$ cat config.mk
export PLATFORM = sky130hd
export DESIGN_NAME = mmio_uart_tx
export DESIGN_NICKNAME = d
export VERILOG_FILES = /design/src/rtl/uart_pkg.sv /design/src/rtl/sync_fifo.sv /design/src/rtl/mmio_uart_tx.sv
export SDC_FILE = /design/constraint.sdc
export NUM_CORES = 1
export LEC_CHECK = 0
export BUFFER_PORTS_ARGS = -buffer_cell sky130_fd_sc_hd__clkbuf_2
export CAP_MARGIN = 30
export CORE_UTILIZATION = 50
export CTS_CLUSTER_DIAMETER = 100
export DETAILED_ROUTE_END_ITERATION = 8
export HOLD_SLACK_MARGIN = 0.05
export PLACE_DENSITY = 0.76
export SYNTH_ARGS = -nofsm -noshare
export SYNTH_HDL_FRONTEND = slang
export SYNTH_SLANG_ARGS = --single-unit
$ cat constraint.sdc
create_clock -name clk -period 2.4 [get_ports clk]
set_input_delay 0.24 -clock clk [delete_from_list [all_inputs] [get_ports clk]]
set_output_delay 0.24 -clock clk [all_outputs]
set_load 0.005 [all_outputs]
$ cat src/rtl/uart_pkg.sv
// Shared types and register map for the memory-mapped UART transmitter.
package uart_pkg;

    typedef enum logic [2:0] {
        IDLE,
        START,
        DATA,
        PARITY,
        STOP
    } uart_state_t;

    localparam logic [31:0] TXDATA_OFS = 32'd0;
    localparam logic [31:0] STATUS_OFS = 32'd4;

    localparam int unsigned ST_FULL   = 0;
    localparam int unsigned ST_EMPTY  = 1;
    localparam int unsigned ST_BUSY   = 2;
    localparam int unsigned ST_OVF    = 3;
    localparam int unsigned ST_CNT_LO = 4;
    localparam int unsigned ST_CNT_HI = 8;

endpackage

$ cat src/rtl/sync_fifo.sv
// Single-clock FIFO with show-ahead output; a push while full is accepted only alongside a pop.
module sync_fifo #(
    parameter int unsigned WIDTH = 8,
    parameter int unsigned DEPTH = 16
) (
    input  logic                     clk,
    input  logic                     reset,
    input  logic                     push,
    input  logic                     pop,
    input  logic [WIDTH-1:0]         din,
    output logic [WIDTH-1:0]         dout,
    output logic                     full,
    output logic                     empty,
    output logic [$clog2(DEPTH):0]   count
);

    localparam int unsigned AW = $clog2(DEPTH);

    logic [WIDTH-1:0] mem [DEPTH];
    logic [AW-1:0]    wr_ptr;
    logic [AW-1:0]    rd_ptr;
    logic             do_push;
    logic             do_pop;

    assign full    = (count == (AW+1)'(DEPTH));
    assign empty   = (count == '0);
    assign do_pop  = pop && !empty;
    assign do_push = push && (!full || do_pop);
    assign dout    = mem[rd_ptr];

    always_ff @(posedge clk) begin
        if (do_push)
            mem[wr_ptr] <= din;
    end

    always_ff @(posedge clk) begin
        if (reset) begin
            wr_ptr <= '0;
            rd_ptr <= '0;
            count  <= '0;
        end else begin
            if (do_push)
                wr_ptr <= wr_ptr + 1'b1;
            if (do_pop)
                rd_ptr <= rd_ptr + 1'b1;
            case ({do_push, do_pop})
                2'b10:   count <= count + 1'b1;
                2'b01:   count <= count - 1'b1;
                default: count <= count;
            endcase
        end
    end

endmodule

$ cat src/rtl/mmio_uart_tx.sv
// Memory-mapped UART transmitter: TXDATA store queues a byte, STATUS load reports FIFO/line state.
// Define UART_TX_PARITY_EN to send an even-parity bit (8E1); otherwise frames are 8N1.
module mmio_uart_tx
    import uart_pkg::*;
#(
    parameter int unsigned CLK_HZ     = 12000000,
    parameter int unsigned BAUD       = 115200,
    parameter int unsigned FIFO_DEPTH = 16,
    parameter logic [31:0] BASE_ADDR  = 32'hFFFF_FF00
) (
    input  logic        clk,
    input  logic        reset,
    input  logic        write_mem,
    input  logic [2:0]  funct3,
    input  logic [31:0] write_address,
    input  logic [31:0] write_data,
    input  logic [31:0] read_address,
    output logic [31:0] read_data,
    output logic        tx,
    output logic        tx_busy
);

    localparam int unsigned CLKS_PER_BIT = CLK_HZ / BAUD;
    localparam int unsigned CNT_W        = $clog2(CLKS_PER_BIT);
    localparam int unsigned CW           = $clog2(FIFO_DEPTH) + 1;
    localparam logic [CNT_W-1:0] CNT_LAST = CNT_W'(CLKS_PER_BIT - 1);

    uart_state_t      state;
    logic [CNT_W-1:0] baud_cnt;
    logic [2:0]       bit_idx;
    logic [7:0]       shift;
    logic             overflow;
`ifdef UART_TX_PARITY_EN
    logic             parity_bit;
`endif

    logic             wr_tx;
    logic             wr_status;
    logic             fifo_pop;
    logic [7:0]       fifo_dout;
    logic             fifo_full;
    logic             fifo_empty;
    logic [CW-1:0]    fifo_count;
    logic [31:0]      status;
    logic             unused_bits;

    assign unused_bits = ^{funct3, write_data[31:8]};

    assign wr_tx     = write_mem && (write_address == BASE_ADDR + TXDATA_OFS);
    assign wr_status = write_mem && (write_address == BASE_ADDR + STATUS_OFS);
    assign fifo_pop  = (state == IDLE) && !fifo_empty;
    assign tx_busy   = (state != IDLE) || !fifo_empty;

    sync_fifo #(
        .WIDTH (8),
        .DEPTH (FIFO_DEPTH)
    ) u_fifo (
        .clk   (clk),
        .reset (reset),
        .push  (wr_tx),
        .pop   (fifo_pop),
        .din   (write_data[7:0]),
        .dout  (fifo_dout),
        .full  (fifo_full),
        .empty (fifo_empty),
        .count (fifo_count)
    );

    // A full FIFO still accepts the store when the FSM pops in the same cycle.
    always_ff @(posedge clk) begin
        if (reset)
            overflow <= 1'b0;
        else if (wr_tx && fifo_full && !fifo_pop)
            overflow <= 1'b1;
        else if (wr_status)
            overflow <= 1'b0;
    end

    always_comb begin
        status                      = '0;
        status[ST_FULL]             = fifo_full;
        status[ST_EMPTY]            = fifo_empty;
        status[ST_BUSY]             = tx_busy;
        status[ST_OVF]              = overflow;
        status[ST_CNT_HI:ST_CNT_LO] = 5'(fifo_count);
    end

    always_ff @(posedge clk) begin
        if (reset)
            read_data <= '0;
        else if (read_address == BASE_ADDR + STATUS_OFS)
            read_data <= status;
        else
            read_data <= '0;
    end

    // tx is registered and loaded with the next bit at each bit boundary.
    always_ff @(posedge clk) begin
        if (reset) begin
            state    <= IDLE;
            tx       <= 1'b1;
            baud_cnt <= '0;
            bit_idx  <= '0;
            shift    <= '0;
`ifdef UART_TX_PARITY_EN
            parity_bit <= 1'b0;
`endif
        end else begin
            case (state)
                IDLE: begin
                    baud_cnt <= '0;
                    bit_idx  <= '0;
                    if (!fifo_empty) begin
                        shift <= fifo_dout;
`ifdef UART_TX_PARITY_EN
                        parity_bit <= ^fifo_dout;
`endif
                        tx    <= 1'b0;
                        state <= START;
                    end else begin
                        tx <= 1'b1;
                    end
                end
                START: begin
                    if (baud_cnt == CNT_LAST) begin
                        baud_cnt <= '0;
                        bit_idx  <= '0;
                        tx       <= shift[0];
                        state    <= DATA;
                    end else begin
                        baud_cnt <= baud_cnt + 1'b1;
                    end
                end
                DATA: begin
                    if (baud_cnt == CNT_LAST) begin
                        baud_cnt <= '0;
                        if (bit_idx == 3'd7) begin
`ifdef UART_TX_PARITY_EN
                            tx    <= parity_bit;
                            state <= PARITY;
`else
                            tx    <= 1'b1;
                            state <= STOP;
`endif
                        end else begin
                            bit_idx <= bit_idx + 1'b1;
                            shift   <= {1'b0, shift[7:1]};
                            tx      <= shift[1];
                        end
                    end else begin
                        baud_cnt <= baud_cnt + 1'b1;
                    end
                end
`ifdef UART_TX_PARITY_EN
                PARITY: begin
                    if (baud_cnt == CNT_LAST) begin
                        baud_cnt <= '0;
                        tx       <= 1'b1;
                        state    <= STOP;
                    end else begin
                        baud_cnt <= baud_cnt + 1'b1;
                    end
                end
`endif
                STOP: begin
                    if (baud_cnt == CNT_LAST) begin
                        baud_cnt <= '0;
                        tx       <= 1'b1;
                        state    <= IDLE;
                    end else begin
                        baud_cnt <= baud_cnt + 1'b1;
                    end
                end
                default: begin
                    baud_cnt <= '0;
                    tx       <= 1'b1;
                    state    <= IDLE;
                end
            endcase
        end
    end

endmodule
Word-level counts from Yosys, hierarchy flattened
Memories as Yosys holds them, arrays and structs flattened. A register that Yosys moved wholly into a read port is not among the register bits.
Index checks and enable logic that the tools add are counted.

storage, ports and cells
  bits in registers = 68
  bits of input ports = 102
  memory bits (writable) = 128
  logic and storage cells = 89
  memories = 1
  output and inout port bits = 34

memories
  memory      depth  width  rd ports  clocked after Yosys merged registers in  write ports  RTL line         RTL
  u_fifo.mem  16     8      1         1                                        1            sync_fifo.sv:19  logic [WIDTH-1:0] mem [DEPTH];

operators by class
  bitwise gates (word level) = 2
  reductions and logical operators = 26
  multiplexer cells = 26
  equality and inequality tests = 17
  add/subtract/negate cells = 6

operator list
  cell                                                                 number
  32-bit equality test (second input constant)                         3
  8-bit 2-to-1 mux                                                     3
  3-bit 2-to-1 mux                                                     7
  8-bit case mux with 2 select lines                                   1
  2-bit != test (second input constant)                                6
  3-bit case mux with 4 select lines                                   1
  5-bit case mux with 2 select lines                                   1
  1-bit 2-to-1 mux                                                     9
  3-bit case mux with 3 select lines                                   1
  4-bit by 1-bit adder with 4-bit output (second input constant)       2
  4-bit 2-to-1 mux                                                     2
  4-bit AND reduction                                                  2
  7-bit by 1-bit adder with 7-bit output (second input constant)       1
  7-bit equality test (second input constant)                          1
  1-bit logical AND                                                    7
  3-bit equality test (second input constant)                          2
  2-bit nonzero test                                                   3
  3-bit nonzero test                                                   2
  3-bit OR reduction                                                   2
  5-bit by 1-bit adder with 5-bit output (second input constant)       1
  5-bit equality test (second input constant)                          1
  5-bit logical NOT                                                    1
  5-bit AND reduction                                                  1
  5-bit by 1-bit subtractor with 5-bit output (second input constant)  1
  12 further kinds                                                     16

Longest topological paths before layout
  depth after elaboration = 8
  gate-level depth with buffers = 9
  depth with buffers taken out = 9

Cells and area by module
A second synthesis with hierarchy kept.

unflattened totals
  cells, all modules = 513
  area, all modules = 7,547.2 um2

modules (own cells, without submodules)
  module        sequential area each (um2)  times used  area each (um2)  cells each
  sync_fifo     4,184.0                     1           5,866.9          325
  mmio_uart_tx  640.6                       1           1,680.4          188

Least setup slack after synthesis
OpenSTA, ideal clock, no wires.

  path kind = input to register
  start = in write_address[1]
  end = mem u_fifo.mem[11][0] (enable)
  slack = -212 ps
  stages = 5
  buffers on the path = 1
  data arrival time = 2,217 ps
  required time = 2,005 ps
  setup time = 395 ps
  cell sequence = or4b_4 nor4_4 nand3_1 buf_2 nor4_1

on the way
  word-level cells in the longest chain between the ends = 5

RTL lines
  what                                    RTL line            RTL
  start: declaration                      mmio_uart_tx.sv:15  input logic [31:0] write_address,
  32-bit equality test                    mmio_uart_tx.sv:49  assign wr_tx = write_mem && (write_address == BASE_ADDR + TXDATA_OFS);
  1-bit logical AND                       mmio_uart_tx.sv:49
  1-bit logical AND                       sync_fifo.sv:28     assign do_push = push && (!full || do_pop);
  1-bit 2-to-1 mux                        sync_fifo.sv:32     if (do_push)
  1-bit 2-to-1 mux (not written as such)  sync_fifo.sv:33     mem[wr_ptr] <= din;
  end: declaration                        sync_fifo.sv:19

Every way passes these cells.

Final worst setup path
  start = reg state[2]
  end = mem u_fifo.mem[2][3] (enable)

on the way
  word-level cells in the longest chain between the ends = 7

RTL lines
  what                                    RTL line             RTL
  start: declaration                      mmio_uart_tx.sv:28   uart_state_t state;
  start signal: assignment                mmio_uart_tx.sv:100  state <= IDLE;
  start signal: assignment                mmio_uart_tx.sv:119  state <= START;
  start signal: assignment                mmio_uart_tx.sv:129  state <= DATA;
  3-bit logical NOT                       mmio_uart_tx.sv:51   assign fifo_pop = (state == IDLE) && !fifo_empty;
  1-bit logical AND                       mmio_uart_tx.sv:51
  1-bit logical AND                       sync_fifo.sv:27      assign do_pop = pop && !empty;
  1-bit logical OR                        sync_fifo.sv:28
  1-bit logical AND                       sync_fifo.sv:28
  1-bit 2-to-1 mux                        sync_fifo.sv:32
  1-bit 2-to-1 mux (not written as such)  sync_fifo.sv:33

Every way passes these cells.

==> flow_summary.toml <==
[setup_path]
worstPathRequired_ps = 2550
worstPathArrival_ps = 2410
worst_path_max_delay_cell = "or3_4"
cp_max_fo = 14
crit_buf_inv = 2
slowest_delay_ps = 440
endpoint_kind = "register"
path_cells = "or3_4 > a31oi_1 > nand3_1 > buf_4 > nor3_2 > and2_1 > buf_12"
cp-start-kind = "register"
cp_top_family = "simple AND/OR/NAND/NOR gates"
path_class = "register to register"

[clocking]
clk_latency_ps = 430
numCtsBuffers = 17
h-tree-depth = 4
clk_pin_slew_ps = 70
clkSinkCount = 177
cts_tree = "built"
cts-root-buf = "clkbuf_16"
clockBufferDepth = 2

[floorplanning]
die_h_um = 124.0
ios = 136
start_util = 0.5122
core_region_area_um2 = 14530
row_count = 44
dieArea_um2 = 15380
die_w_um = 124.0

[power_and_ir_drop]
power.ir.vdd_worst_mv = 0.9798
power_density_nw_per_um2 = 925.1
p_total_mw = 8.321
p_leak_nw = 3.205

[synthesis]
synth_area_per_cell_um2 = 14.63
synth_cell_types = 49
synth_ff_type = "edfxtp_1"
synthTopCellsByArea = "edfxtp_1 52%, dfxtp_1 13%, mux4_2 10%"
async_flop_share = 0
synth_edf_count = 128
yosys_warnings = 0
synth_area_um2 = 7445
ys_seq_area_frac = 0.6481
syn_inst = 509
synth_top_area_cell = "edfxtp_1"
synth_seq_cells = 177
yosysTopAreaCellShare = 0.5163

[sta]
final_hold_viol_count = 0
layout_min_cycle_time_ps = 2261
setup_viol = 0
worst_slack_ps = 139.0
finalSetupTns_ps = 0
slew_violations = 0
maxSlewHeadroom = 0.5542
clock.fmax_ghz = 0.4423
rsz0062_at_grt = "no"
fin_skew_ps = 11.96
period_share = 0.9421
tightest_slew_ps = 667.8

[min_path]
hp-class = "input port to register"

[detailed_routing]
detail_route.vias_per_cell = 5.516
drtAntennaViolNets = 0
wl_per_cell_um = 18.24
remaining_drc_errors = 0
drtIter0Drc = 304
detailroute.via_count = 4518
drt_first_pass_iters = 5
wirelength_mm = 14.94

[placement]
place_congestion = 0.8221
port_buffers = 85
place_inst = 786
dp_slack_ps = -101.1
dp_hpwl_mm = 9.990

[cells_and_area]
layout-drive-gt1-share = 0.3087
post-route-util = 0.6189
diodes = 0
final_cells = 819
nets = 734
area_growth_pct = 20.82

[global_routing]
overflow = 0
grt_usage = 0.2117
grt_max_degree = 36
grt_pass1_vias = 4564
grt_pass1_wl_mm = 23.32
antenna_found_initial = 0

[flow_run]
maxCapViolations = 0

[run_status]
status = "completed"
-- worst paths after layout --
kind	endpoint	slack [ps]	startpoint	cells past startpoint
setup / recovery	u_fifo.mem[2][3]$_DFFE_PP_	140	state[2]$_SDFFE_PP0P_	7
hold / removal	u_fifo.mem[3][1]$_DFFE_PP_	230	write_data[1]	1
setup reg to reg	u_fifo.mem[2][3]$_DFFE_PP_	140	state[2]$_SDFFE_PP0P_	7
hold reg to reg	baud_cnt[0]$_SDFF_PP0_	480	baud_cnt[0]$_SDFF_PP0_	1
-- cell usage after synthesis (4+ instances only) --
cell,instances
nand3_1,9
mux2i_1,20
buf_2,4
dfxtp_1,49
o221ai_1,7
clkbuf_1,15
mux2_1,4
nand4_1,11
inv_1,11
or4_1,4
nor2_1,48
buf_4,23
xnor2_1,4
a21oi_1,10
xor2_1,6
nor3_1,19
ha_1,9
mux4_2,33
o21ai_0,7
edfxtp_1,128
nor4_1,12
nand2_1,16
and2_1,18
-- registers in the layout (all words and copies together) (netlist names), named ones only --
name           flops
baud_cnt           7
u_fifo.mem       128
u_fifo.wr_ptr      4
tx                 1
read_data          9
shift              8
overflow           1
bit_idx            3
state              3
u_fifo.count       5
u_fifo.rd_ptr      4
-- cell type report --
type	count	area, um^2
fillers	1052	5539
flip-flops and latches	177	4826
multi-input cells	298	2459
repair buffers	116	835.8
clock buffers	20	456.7
well taps	184	230.2
clock inverters	12	142.6
inverters	12	45.04
-- worst reg2reg max path: stages, from the launching register on --
cell,delay [ps]
dfxtp_1,310
or3_4,440
a31oi_1,230
nand3_1,140
buf_4,240
nor3_2,220
and2_1,250
buf_12,150
-- cells by family after synthesis --
| kind of cell | count (synthesis) | share of synthesized area |
|---|---|---|
| DFF | 177 | 0.6481 |
| and+or+nand+nor | 159 | 0.1139 |
| muxes | 57 | 0.1328 |
| buffers and inverters | 56 | 0.04050 |
| AOI/OAI and AO/OA | 39 | 0.03462 |
| adders and majority gates | 10 | 0.01782 |
| xor gates and xnor gates | 10 | 0.01176 |
| other | 1 | 0.0005037 |
-- power by group --
| part | internal [mW] | total (mW) | switching, mW |
|---|---|---|---|
| logic | 0.962 | 1.99 | 1.03 |
| registers | 3.43 | 3.55 | 0.121 |
| clock network | 1.61 | 2.78 | 1.17 |
| total | 6.00 | 8.32 | 2.32 |
-- layout by cell type, fill, tap and decap left out, drive strengths merged, types with 13 or more instances in the layout --
master	n
mux4	33
inv	18
buf	30
conb	23
nand2	16
and2	18
nor2	48
edfxtp	128
clkbuf	105
dfxtp	49
mux2i	20
nor4	13
nor3	19
-- metrics by stage --
| stage | hold WS (ps) | instance area, um^2 |
|---|---|---|
| final | 229.2 | 8995 |
| after floorplan | 338.6 | 7569 |
| after detailed placement | 458.3 | 8366 |
| after global placement | 431.3 | 8366 |
| after global routing | 224.5 | 8995 |
| after CTS | 216.0 | 8985 |
-- metal layers --
| metal | wire length (um) | vias up | track usage |
|---|---|---|---|
| li1 | - | 2139 | - |
| met1 | 5728 | 2193 | 0.2311 |
| met2 | 8134 | 165 | 0.3917 |
| met3 | 821 | 21 | 0.05632 |
| met4 | 257 | 0 | 0.07738 |
| met5 | 0 | - | 0 |
-- timing repair --
item,in CTS,in global routing
hold endpoints to repair,1,0
hold buffers,1,0
endpoints found under the setup margin,48,72
resized for setup,2,2
buffers inserted,0,0
(Power assumes the default switching activity.)
